--- src/rtl/scfifo_pkg.sv ---
// Shared sizing helpers and flag compares for the scfifo family.
package scfifo_pkg;

    localparam int unsigned SCFIFO_LOG_DEPTH = 5;

    // Occupancy needs one extra bit so a completely full FIFO is representable.
    typedef logic [SCFIFO_LOG_DEPTH:0] occ_t;

    function automatic int unsigned fifo_depth(input int unsigned log_depth);
        return 32'd1 << log_depth;
    endfunction

    function automatic int unsigned cnt_width(input int unsigned log_depth);
        return log_depth + 32'd1;
    endfunction

    function automatic logic at_or_above(input int unsigned occ, input int unsigned thresh);
        return occ >= thresh;
    endfunction

    function automatic logic below(input int unsigned occ, input int unsigned thresh);
        return occ < thresh;
    endfunction

endpackage

--- src/rtl/scfifo_ram.sv ---
// Simple dual-port RAM, one write and one registered read port; read output clears on rst.
// Latency: read data one cycle after rd_en; a read of the address being written returns the old word.
module scfifo_ram
    import scfifo_pkg::*;
#(
    parameter int unsigned WIDTH  = 20,
    parameter int unsigned ADDR_W = 5,
    parameter string       FAMILY = "Other"
) (
    input  logic              clock,
    input  logic              rst,
    input  logic              wr_en,
    input  logic [ADDR_W-1:0] wr_addr,
    input  logic [WIDTH-1:0]  wr_dat,
    input  logic              rd_en,
    input  logic [ADDR_W-1:0] rd_addr,
    output logic [WIDTH-1:0]  rd_dat
);

    localparam int unsigned DEPTH = fifo_depth(ADDR_W);

    generate
        if (FAMILY == "Other") begin : g_generic
            logic [WIDTH-1:0] mem [DEPTH];

            always_ff @(posedge clock) begin
                if (wr_en) mem[wr_addr] <= wr_dat;
            end

            always_ff @(posedge clock) begin
                if (rst)        rd_dat <= '0;
                else if (rd_en) rd_dat <= mem[rd_addr];
            end
        end else begin : g_block
            // The FIFO never reads a word in the cycle it is written, so skip bypass logic.
            (* ramstyle = "no_rw_check" *) logic [WIDTH-1:0] mem [DEPTH];

            always_ff @(posedge clock) begin
                if (wr_en) mem[wr_addr] <= wr_dat;
            end

            always_ff @(posedge clock) begin
                if (rst)        rd_dat <= '0;
                else if (rd_en) rd_dat <= mem[rd_addr];
            end
        end
    endgenerate

endmodule

--- src/rtl/scfifo_prog.sv ---
// Single-clock FIFO holding 2^LOG_DEPTH words with runtime almost thresholds and sticky error flags.
// Show-ahead: written word visible one cycle later; writes dropped when full, reads ignored when empty.
module scfifo_prog
    import scfifo_pkg::*;
#(
    parameter int unsigned WIDTH              = 20,
    parameter int unsigned LOG_DEPTH          = 5,
    parameter bit          SHOW_AHEAD         = 1'b1,
    parameter bit          OVERFLOW_CHECKING  = 1'b1,
    parameter bit          UNDERFLOW_CHECKING = 1'b1,
    parameter string       FAMILY             = "Other"
) (
    input  logic               clock,
    input  logic               sclr,
    input  logic [WIDTH-1:0]   data,
    input  logic               wrreq,
    input  logic               rdreq,
    input  logic [LOG_DEPTH:0] af_thresh,
    input  logic [LOG_DEPTH:0] ae_thresh,
    input  logic               err_clr,
    output logic [WIDTH-1:0]   q,
    output logic [LOG_DEPTH:0] usedw,
    output logic               empty,
    output logic               full,
    output logic               almost_empty,
    output logic               almost_full,
    output logic               overflow,
    output logic               underflow
);

    localparam int unsigned DEPTH = fifo_depth(LOG_DEPTH);
    localparam int unsigned CW    = cnt_width(LOG_DEPTH);

    logic [LOG_DEPTH-1:0] wr_ptr;
    logic [LOG_DEPTH-1:0] rd_ptr;
    logic [LOG_DEPTH-1:0] head_ptr;
    logic [CW-1:0]        usedw_nxt;
    logic                 wr_acc;
    logic                 rd_acc;
    logic                 ram_rd_en;
    logic [LOG_DEPTH-1:0] ram_rd_addr;
    logic [WIDTH-1:0]     ram_q;

    assign wr_acc    = ~sclr & wrreq & ~(full & OVERFLOW_CHECKING);
    assign rd_acc    = ~sclr & rdreq & ~(empty & UNDERFLOW_CHECKING);
    assign usedw_nxt = usedw + CW'(wr_acc) - CW'(rd_acc);
    // Pointer to the word that will be at the head after this edge.
    assign head_ptr  = rd_ptr + LOG_DEPTH'(rd_acc);

    always_ff @(posedge clock) begin
        if (sclr) begin
            wr_ptr       <= '0;
            rd_ptr       <= '0;
            usedw        <= '0;
            empty        <= 1'b1;
            full         <= 1'b0;
            almost_full  <= 1'b0;
            almost_empty <= below(32'd0, 32'(ae_thresh));
            overflow     <= 1'b0;
            underflow    <= 1'b0;
        end else begin
            if (wr_acc) wr_ptr <= wr_ptr + LOG_DEPTH'(1);
            rd_ptr       <= head_ptr;
            usedw        <= usedw_nxt;
            empty        <= (usedw_nxt == '0);
            full         <= (usedw_nxt == CW'(DEPTH));
            almost_full  <= at_or_above(32'(usedw_nxt), 32'(af_thresh));
            almost_empty <= below(32'(usedw_nxt), 32'(ae_thresh));
            overflow     <= (wrreq & full) | (overflow & ~err_clr);
            underflow    <= (rdreq & empty) | (underflow & ~err_clr);
        end
    end

    scfifo_ram #(
        .WIDTH  (WIDTH),
        .ADDR_W (LOG_DEPTH),
        .FAMILY (FAMILY)
    ) u_ram (
        .clock   (clock),
        .rst     (sclr),
        .wr_en   (wr_acc),
        .wr_addr (wr_ptr),
        .wr_dat  (data),
        .rd_en   (ram_rd_en),
        .rd_addr (ram_rd_addr),
        .rd_dat  (ram_q)
    );

    generate
        if (SHOW_AHEAD) begin : g_show_ahead
            logic             byp_sel;
            logic [WIDTH-1:0] byp_dat;

            // The RAM cannot return a word written on the same edge, so the new
            // head is captured straight from data when it lands in that slot.
            always_ff @(posedge clock) begin
                if (sclr) begin
                    byp_sel <= 1'b0;
                    byp_dat <= '0;
                end else if (wr_acc && (wr_ptr == head_ptr)) begin
                    byp_sel <= 1'b1;
                    byp_dat <= data;
                end else if (rd_acc) begin
                    byp_sel <= 1'b0;
                end
            end

            assign ram_rd_en   = 1'b1;
            assign ram_rd_addr = head_ptr;
            assign q           = byp_sel ? byp_dat : ram_q;
        end else begin : g_normal
            assign ram_rd_en   = rd_acc;
            assign ram_rd_addr = rd_ptr;
            assign q           = ram_q;
        end
    endgenerate

endmodule

--- config.mk ---
export PLATFORM = sky130hd
export DESIGN_NAME = scfifo_prog
export DESIGN_NICKNAME = d
export VERILOG_FILES = /design/src/rtl/scfifo_pkg.sv /design/src/rtl/scfifo_ram.sv /design/src/rtl/scfifo_prog.sv
export SDC_FILE = /design/constraint.sdc
export NUM_CORES = 1
export LEC_CHECK = 0
export ABC_AREA = 1
export ABC_CLOCK_PERIOD_IN_PS = 3980
export BUFFER_PORTS_ARGS = -buffer_cell sky130_fd_sc_hd__buf_2
export CORE_UTILIZATION = 38
export DETAILED_ROUTE_END_ITERATION = 7
export SYNTH_ARGS = -nofsm -noshare
export SYNTH_HDL_FRONTEND = slang
export SYNTH_SLANG_ARGS = --single-unit
export TNS_END_PERCENT = 50
--- constraint.sdc ---
create_clock -name clock -period 3.98 [get_ports clock]
set_input_delay 0.796 -clock clock [delete_from_list [all_inputs] [get_ports clock]]
set_output_delay 0.796 -clock clock [all_outputs]
set_load 0.02 [all_outputs]
==> results of run 1 <==
-- sequential cells by signal, indices dropped and copies added (netlist names) --
signal / count
underflow: 1
u_ram.rd_dat: 20
usedw: 6
almost_full: 1
empty: 1
full: 1
u_ram.g_generic.mem: 640
wr_ptr: 5
g_show_ahead.byp_sel: 1
rd_ptr: 5
overflow: 1
almost_empty: 1
g_show_ahead.byp_dat: 20
-- final cells by class --
type / count / area, µm² / share of cell area (%)
Sequential cell: 703 / 20500 / 62.2
Multi-Input combinational cell: 1665 / 7490 / 22.7
Clock buffer: 97 / 2060 / 6.26
Tap cell: 969 / 1210 / 3.68
Timing Repair Buffer: 139 / 1050 / 3.18
Clock inverter: 35 / 352 / 1.07
Inverter: 72 / 283 / 0.859
Antenna cell: 1 / 2.50 / 0.00760
-- path summary, 6_finish.rpt --
| check | to | slack (ns) | cells after the start | start |
|---|---|---|---|---|
| worst min-delay path | overflow$_SDFF_PP0_ | 0.47 | 2 | overflow$_SDFF_PP0_ |
| worst max-delay path | almost_empty$_DFF_P_ | 1.17 | 17 | empty$_SDFF_PP1_ |
| worst min register to register | overflow$_SDFF_PP0_ | 0.47 | 2 | overflow$_SDFF_PP0_ |
| worst max register to register | almost_empty$_DFF_P_ | 1.17 | 17 | empty$_SDFF_PP1_ |
-- metal layers --
metal	vias up	wire, µm	global-route usage [%]
met5	-	0	0
met4	0	1510	4.87
met3	119	4930	3.34
met2	640	33700	30.3
met1	9280	32600	26.5
li1	9029	-	-
-- critical path: stages (launching register included) --
cell and delay, ns:
dfxtp_1 0.35, inv_1 0.05, nand2_1 0.09, nor2_1 0.10, nand2_1 0.14, nand2_1 0.07, ha_1 0.22, fa_1 0.45
nand3_1 0.11, nand2_1 0.07, xnor2_1 0.25, inv_1 0.11, ha_1 0.28, nand2_1 0.06, nor2_1 0.10, o21ai_0 0.08
o2111ai_1 0.07, o21ai_0 0.11
-- power by group through the flow --
stage               sequential (mW)  clock, mW  combinational, mW
detailed placement             8.48          0               3.09
global placement               8.47          0               3.04
global route                   8.34       7.30               3.51
CTS                            8.33       7.00               3.11
finish                         8.32       6.87               3.09
floorplan                      8.50          0               2.11
-- cell families (layout without fill, tap and decap cells) --
group / after synthesis / after routing / share of synthesized area [%]
flip-flops: 703 / 703 / 71.1
other: 0 / 1 / 0
adder cells (fa/ha/maj): 22 / 22 / 0.982
AND/OR/NAND/NOR: 1477 / 1477 / 21.0
multiplexers: 20 / 20 / 0.782
buffers and inverters: 222 / 343 / 3.43
XOR/XNOR: 6 / 6 / 0.182
AO/OA/AOI/OAI: 140 / 140 / 2.55
-- placed cells by master (no fill, tap or decap), types with 6 or more instances in the layout --
master | Yosys | routed
o22ai_1 | 20 | 20
nand2_1 | 998 | 997
clkinv_1 | 1 | 14
o21ai_1 | 8 | 8
inv_1 | 67 | 67
edfxtp_1 | 640 | 640
bufinv_16 | 0 | 7
a21oi_1 | 72 | 72
mux2_2 | 20 | 20
clkbuf_16 | 0 | 77
nor2_1 | 87 | 59
buf_4 | 10 | 57
dfxtp_1 | 63 | 63
clkbuf_1 | 41 | 14
ha_1 | 21 | 19
o21ai_0 | 36 | 36
nand3_1 | 376 | 376
clkbuf_8 | 0 | 6
clkinv_2 | 1 | 10
nor2_2 | 1 | 29
buf_2 | 92 | 68
buf_12 | 0 | 14
==> metrics.csv, run 1 <==
stage,metric,value,unit
placement,dp.cells,3548,
sta,relSlewSlack,33.5,%
layout,syn_to_final_growth,14.3,%
layout,fill_cells,6856,
floorplan,die_x,277,µm
routing,viasPerCell,5.18,
clocking,clk_pin_slew,0.06,ns
flow_run,drv_cap,0,
routing,detail_route.wl_per_cell,19.8,µm
floorplan,start_util,38.6,%
power_and_ir_drop,netSwitchingPower,4.98,mW
global_routing,grt_use_total,18.9,%
power_and_ir_drop,swShare,27.2,%
yosys,synth_most_common_cell,nand2_1,
clocking,htree_levels,3,
clocking,ctsResizeCount,0,
yosys,yosys-top-cells-area,"edfxtp_1 67%, nand2_1 13%, nand3_1 6.5%",
sta,finalHoldViolations,0,
global_routing,antenna_found_initial,0,
routing,drc,0,
sta,finalCritPeriodShare,70.5,%
yosys,ys_types,32,
yosys,synth_area_leader_cell,edfxtp_1,
yosys,synth_flop_cell,edfxtp_1,
power_and_ir_drop,leakage,12.3,nW
floorplan,die_h,277,µm
routing,first_iter_violations,1894,
floorplan,core,74700,µm²
clocking,cts.sinks,703,
sta,setup_viol,0,
clocking,cts-root-buf,clkbuf_16,
yosys,synthTopCellsByCount,"998 x nand2_1, 640 x edfxtp_1, 376 x nand3_1",
global_routing,grt_pass1_wl,112000,µm
sta,tightest_slew,0.997,ns
outcome,status,finished clean,
clocking,cts_buffers,75,
yosys,yosys_warnings,0,
floorplan,boundaryPins,69,
power_and_ir_drop,power_density,555,nW/µm²
floorplan,rows,100,
worst_setup_path,crit_type,reg2reg,
layout,drive_gt1_share,11.3,%
worst_setup_path,worstPathArrival,3.28,ns
layout,fin_area,32900,µm²
worst_setup_path,crit_path_start_kind,flip-flop,
yosys,synth-edff-count,640,
layout,finalCoreUtilization,44.1,%
routing,drtAntennaViolNets,0,
layout,final-instance-count-excl-fill,3681,
clocking,cts_setup_buffers,0,
clocking,holdBufCountCts,0,
power_and_ir_drop,vdd.ir_drop.worst,0.333,mV
placement,dp_hpwl,41000,µm
routing,num_vias,19100,
floorplan,fp.dieArea,76900,µm²
global_routing,grt_start_max_net_pins,128,
clocking,cts_tree,yes,
yosys,syn_inst,2590,
worst_setup_path,crit_path_max_fanout,3,
sta,whs,0.466,ns
power_and_ir_drop,pwr-share-clk,37.6,%
yosys,ys_async_sr_fraction,0,%
yosys,yosysSeqAreaShare,71.1,%
layout,fin_nets,2715,
global_routing,overflow,0,
placement,globalplace.congestion,0.848,
worst_setup_path,cp-end-kind,flip-flop,
sta,rsz0062_at_grt,no,
placement,placed_area,30500,µm²
clocking,clk_latency,0.61,ns
sta,drv_slew,0,
worst_hold_path,hp-class,reg2reg,
worst_setup_path,crit_required,4.46,ns
sta,worst_slack,1.17,ns
yosys,syn-num-nets,2649,
routing,drt-total-wl,72700,µm
yosys,syn_avg_cell_area,11.1,µm²
clocking,clockBufferDepth,3,
yosys,synth_top_area_share,66.7,%
power_and_ir_drop,combPwrFrac,16.9,%
power_and_ir_drop,internal_power,13.3,mW
placement,post-place-ws,0.595,ns
yosys,yosys_register_bits,703,
power_and_ir_drop,pwr-share-seq,45.5,%
sta,fmax,0.356,GHz
yosys,synth.cell_area,28800,µm²
sta,min_period,2.81,ns
global_routing,grt_pass1_vias,18500,
power_and_ir_drop,total_power,18.3,mW
sta,setup_tns,0,ns
sta,finalClockSkew,0.0207,ns
placement,numPortBuffers,68,
routing,dr.pass1.iters,5,
Power figures use the tool's default switching activity.
==> inputs of run 2 (changes only) <==
- ABC_CLOCK_PERIOD_IN_PS: 3980 -> 2640
- clock period: 3.98 -> 2.64 ns (I/O delays scaled with it)
==> run 2 against run 1 <==
Utilization grew 1.8 points. Non-clock buffer count grew 70. Critical path depth shrank 2. Clock skew is essentially flat. Combinational power grew 75%. Cell count grew 2.1%. Highest routed layer unchanged. Wire length grew 4.7%. Flip-flop and latch count is the same. Die area is the same. Cell area grew 4.2%. Register-to-register slack lost 1.1 ns.
==> metrics.csv, run 2 (same netlist as run 1, synthesis figures left out) <==
stage,metric,value,unit
outcome,status,finished clean,
global_routing,grt_start_max_net_pins,86,
clocking,cts_setup_buffers,0,
sta,finalClockSkew,0.0207,ns
sta,finalHoldViolations,0,
power_and_ir_drop,leakage,12.9,nW
global_routing,grt_pass1_wl,116000,µm
sta,fmax,0.393,GHz
placement,globalplace.congestion,0.841,
placement,numPortBuffers,68,
layout,mostFrequentLayoutCells,"992 x nand2_1, 640 x edfxtp_1, 374 x nand3_1, 78 x clkbuf_16, 71 x buf_4",
clocking,htree_levels,3,
placement,dp_hpwl,45700,µm
routing,detail_route.wl_per_cell,20.3,µm
worst_setup_path,crit_path_start_kind,flip-flop,
clocking,holdBufCountCts,0,
layout,fin_nets,2785,
clocking,clockBufferDepth,3,
placement,placed_area,31700,µm²
layout,drive_gt1_share,14.4,%
sta,setup_viol,0,
routing,drc,0,
sta,drv_slew,0,
layout,fin_area,34300,µm²
layout,syn_to_final_growth,19.1,%
flow_run,drv_cap,0,
worst_setup_path,crit_type,reg2reg,
floorplan,core,74700,µm²
worst_setup_path,crit_required,3.18,ns
routing,first_iter_violations,1811,
global_routing,grt_use_total,19.8,%
layout,regMostFlops,u_ram.g_generic.mem,
routing,drtAntennaViolNets,0,
routing,num_vias,19500,
clocking,cts.sinks,703,
worst_setup_path,max_stage_delay,0.38,ns
layout,regArea,20500,µm²
sta,setup_tns,0,ns
worst_setup_path,reg2reg_from,empty$_SDFF_PP1_,
floorplan,die_h,277,µm
worst_hold_path,hp-start,err_clr,
worst_setup_path,crit_start,empty$_SDFF_PP1_,
clocking,cts_tree,yes,
layout,antennaDiodeCount,0,
clocking,clk_latency,0.62,ns
worst_setup_path,worstPathArrival,3.08,ns
power_and_ir_drop,power_density,833,nW/µm²
worst_setup_path,critical-path-top-delay-family,simple AND/OR/NAND/NOR gates,
worst_hold_path,hp-class,in2reg,
sta,relSlewSlack,50.8,%
sta,rsz0062_at_grt,no,
layout,fill_cells,6658,
floorplan,die_x,277,µm
global_routing,overflow,0,
clocking,clk_pin_slew,0.06,ns
routing,viasPerCell,5.20,
global_routing,grt_pass1_vias,19000,
worst_setup_path,crit_chain,"inv_2, nand2_2, nor2_2, buf_4, ha_4, buf_12, buf_12, nand2_1, nand3_1, nand2_1, nand2_1, nand2_1, o21ai_0, nand2_1, nand2_1",
layout,top_regs,"u_ram.g_generic.mem: 640 flops, g_show_ahead.byp_dat: 20 flops, u_ram.rd_dat: 20 flops",
layout,multi_input_area,7580,µm²
routing,drt-total-wl,76200,µm
clocking,cts_buffers,75,
layout,layout_commonest_cell,nand2_1,
layout,largest_register_ffs,640,
sta,tightest_slew,0.738,ns
power_and_ir_drop,vdd.ir_drop.worst,0.489,mV
worst_setup_path,critical_path_buf_inv_count,4,
sta,min_period,2.54,ns
worst_setup_path,worst_path_most_repeated_cell,nand2_1,
floorplan,rows,100,
worst_setup_path,crit_path_max_fanout,30,
floorplan,boundaryPins,69,
floorplan,start_util,38.6,%
routing,dr.pass1.iters,5,
worst_setup_path,cp-end-kind,flip-flop,
global_routing,antenna_found_initial,1,
floorplan,fp.dieArea,76900,µm²
clocking,cts-root-buf,clkbuf_16,
worst_setup_path,critPathSlowestCell,o21ai_0,
sta,finalCritPeriodShare,96.3,%
==> run 2: power by group <==
group	total [mW]	switching (mW)	internal, mW
clock network	10.6	4.32	6.27
logic	5.40	3.43	1.97
registers	12.6	0.166	12.4
total	28.6	7.91	20.7
==> run 2: final timing paths <==
check / endpoint / slack (ns) / cells past startpoint
max: u_ram.rd_dat[17]$_SDFF_PP0_ / 0.1 / 15
max reg2reg: u_ram.rd_dat[17]$_SDFF_PP0_ / 0.1 / 15
min reg2reg: g_show_ahead.byp_sel$_SDFFE_PP0P_ / 0.47 / 2
min: underflow$_SDFF_PP0_ / 0.18 / 4
==> run 2: through the flow <==
| step | utilization, % | setup WS, ns | std cells | hold WS [ns] | power (mW) |
|---|---|---|---|---|---|
| final | 45.9 | 0.0964 | 3757 | 0.176 | 28.6 |
| after global routing | 45.9 | 0.00300 | 3757 | 0.173 | 29.8 |
| after CTS | 45.7 | 0.00979 | 3756 | 0.145 | 28.6 |
| after detailed placement | 42.4 | -0.218 | 3617 | 0.464 | 18.1 |
| after global placement | 42.4 | -0.228 | 3617 | 0.450 | 18.1 |
| after floorplan | - | -0.299 | 2590 | 0.449 | 16.0 |
==> run 2: timing repair <==
| item | 4_1_cts | 5_1_grt |
|---|---|---|
| gates resized for setup | 0 | 29 |
| endpoints found under the hold margin | 0 | 0 |
| setup endpoints to repair | 0 | 41 |
==> run 2: cell type report <==
class	count	share of cell area, %
inverters	72	0.824
flip-flops and latches	703	59.7
well taps	969	3.53
multi-input cells	1665	22.1
clock inverters	36	1.22
repair buffers	209	6.62
clock buffers	103	5.99
==> run 2: tightest hold or removal path, cell delays in order <==
cell and delay (ns):
buf_2 0.07, inv_1 0.04, nand2_1 0.05, a21oi_1 0.05
==> run 2: routing by layer <==
layer	GRT usage [%]	vias up	wire, µm
met5	0	-	0
met2	31.1	714	35200
met4	4.72	0	1430
met1	27.8	9545	33300
met3	4.22	101	6170
li1	-	9182	-
==> inputs of run 3 (changes only) <==
- CORE_UTILIZATION: 38 -> 40
==> run 3 against run 2 <==
Utilization is 1.8 points higher. Global-route usage increased by 1.2 points. Sequential share of layout area increased by 0.43 points. Combinational power shrank 0.9%. Sequential power hardly changed. Via count fell by 0.38%. Cell count decreased by 0.88%. Flip-flop and latch count stayed put. Clock power down 8%. Clock skew grew 0.0014 ns. Count of clock-buffer cells in the layout fell by 2. Critical endpoint is now u_ram.rd_dat[3]$_SDFF_PP0_. Largest power group unchanged. Highest routed layer unchanged.
==> metrics.csv, run 3 (same netlist as run 1, synthesis figures left out) <==
stage,metric,value,unit
outcome,status,finished clean,
power_and_ir_drop,power_density,813,nW/µm²
sta,worst_slack,0.0539,ns
worst_setup_path,cp-end-kind,flip-flop,
worst_setup_path,critPathSlowestCell,dfxtp_2,
worst_setup_path,crit_required,3.13,ns
layout,regMostFlops,u_ram.g_generic.mem,
layout,fin_area,34100,µm²
placement,dp.cells,3592,
routing,drt-met1-wl,33400,µm
routing,detail_route.wl_per_cell,20.6,µm
floorplan,core,71400,µm²
global_routing,grt_use_total,20.9,%
clocking,holdBufCountCts,0,
layout,mostFrequentLayoutCells,"993 x nand2_1, 640 x edfxtp_1, 376 x nand3_1, 76 x clkbuf_16, 73 x buf_12",
sta,tightest_slew,0.702,ns
worst_hold_path,hp-start,err_clr,
global_routing,antenna_found_initial,2,
power_and_ir_drop,vdd.ir_drop.worst,0.589,mV
worst_setup_path,crit_type,reg2reg,
routing,drt-total-wl,76700,µm
worst_setup_path,reg2reg_from,empty$_SDFF_PP1_,
worst_setup_path,rrSetupSlack,0.05,ns
floorplan,die_h,270,µm
global_routing,grt_pass1_wl,116000,µm
worst_hold_path,hp-class,in2reg,
clocking,cts_buffers,74,
clocking,cts-root-buf,clkbuf_16,
floorplan,fp.dieArea,73100,µm²
flow_run,drv_cap,0,
routing,met2_length,35100,µm
placement,dp_hpwl,45100,µm
routing,first_iter_violations,1958,
sta,finalHoldViolations,0,
worst_setup_path,crit_chain,"inv_1, nand2_2, nor2_4, buf_4, ha_4, ha_4, inv_6, buf_12, buf_12, buf_12, nand3_1, a21oi_1, o22ai_2, nand2_1, nand2_1",
worst_hold_path,whs_endpoint,underflow$_SDFF_PP0_,
routing,drtAntennaViolNets,0,
placement,globalplace.congestion,0.818,
clocking,cts.sinks,703,
worst_setup_path,ff2ff_path_depth,15,
global_routing,overflow,0,
worst_setup_path,worst_path_most_repeated_cell,buf_12,
worst_setup_path,crit_path_max_fanout,28,
floorplan,start_util,40.4,%
sta,fmax,0.387,GHz
worst_setup_path,reg2reg_to,u_ram.rd_dat[3]$_SDFF_PP0_,
layout,drive_gt1_share,13.6,%
sta,drv_slew,0,
clocking,clk_pin_slew,0.06,ns
layout,layout_commonest_cell,nand2_1,
placement,placed_area,31700,µm²
layout,final-instance-count-excl-fill,3724,
sta,rsz0062_at_grt,yes,
sta,finalCritPeriodShare,98.0,%
global_routing,grt_pass1_vias,18800,
clocking,cts_tree,yes,
layout,syn_to_final_growth,18.2,%
routing,drc,0,
sta,setup_viol,0,
floorplan,rows,98,
layout,antennaDiodeCount,0,
routing,viasPerCell,5.23,
worst_setup_path,max_stage_delay,0.36,ns
routing,top_layer_used,met4,
power_and_ir_drop,leakage,12.8,nW
sta,whs,0.170,ns
layout,fin_nets,2778,
clocking,clk_latency,0.62,ns
sta,min_period,2.59,ns
worst_hold_path,holdPathStages,4,
placement,post-place-ws,-0.217,ns
worst_setup_path,crit_path_start_kind,flip-flop,
placement,numPortBuffers,68,
sta,relSlewSlack,53.2,%
routing,num_vias,19500,
global_routing,grt_start_max_net_pins,68,
routing,dr.pass1.iters,5,
sta,finalClockSkew,0.0221,ns
layout,largest_register_ffs,640,
layout,top_regs,"u_ram.g_generic.mem: 640 flops, g_show_ahead.byp_dat: 20 flops, u_ram.rd_dat: 20 flops",
clocking,clockBufferDepth,3,
worst_setup_path,worstPathArrival,3.07,ns
routing,wl_met3,6450,µm
floorplan,boundaryPins,69,
floorplan,die_x,270,µm
clocking,htree_levels,3,
-- run 3: repair_timing --
action,CTS,global route
pin swaps,0,2
setup buffers,0,1
endpoints found under the setup margin,2,45
gates resized for setup,2,16
-- run 3: worst max-delay path by stage --
| stage | startpoint | to | slack, ns | cells after the start |
|---|---|---|---|---|
| global route | empty$_SDFF_PP1_ | almost_empty$_DFF_P_ | -0.05 | 17 |
| finish | empty$_SDFF_PP1_ | u_ram.rd_dat[3]$_SDFF_PP0_ | 0.05 | 15 |
| floorplan | wrreq | u_ram.g_generic.mem[23][0]$_DFFE_PP_ | -0.30 | 6 |
| detailed placement | rdreq | u_ram.rd_dat[3]$_SDFF_PP0_ | -0.22 | 16 |
| global placement | rdreq | u_ram.rd_dat[3]$_SDFF_PP0_ | -0.21 | 16 |
| CTS | empty$_SDFF_PP1_ | u_ram.rd_dat[19]$_SDFF_PP0_ | 0.02 | 14 |
-- run 3: critical path, delay by kind of cell (launching register included) --
family,cells,cell delay [ns]
flops,1,0.36
simple gates,5,0.50
buf+inv,6,0.78
compound gates,2,0.36
fa+ha+maj,2,0.42
-- run 3: cell type report --
cell class | instances | area (µm²)
timing repair buffer | 203 | 2330
clock buffer | 101 | 2010
tap | 950 | 1190
sequential | 703 | 20500
inverter | 72 | 283
multi-input combinational | 1665 | 7540
fill | 6301 | 37300
clock inverter | 30 | 224
-- run 3: metal layers --
| metal | vias to the layer above | global-route usage (%) |
|---|---|---|
| li1 | 9161 | - |
| met1 | 9464 | 29.9 |
| met2 | 724 | 32.6 |
| met3 | 119 | 4.09 |
| met4 | 0 | 5.53 |
| met5 | - | 0 |
-- run 3: through the flow --
step           total power, mW  utilization, %  setup TNS, ns
2_1_floorplan             16.0               -         -15.23
3_3_place_gp              18.0            44.5          -4.19
3_5_place_dp              18.1            44.5          -5.04
4_1_cts                   27.8            47.6              0
5_1_grt                   28.9            47.7         -0.102
6_report                  27.7            47.7              0
-- run 3: report_power, final --
part	switching, mW	total, mW	internal [mW]
clock network	4.19	9.72	5.53
registers	0.187	12.6	12.4
logic	3.38	5.35	1.98
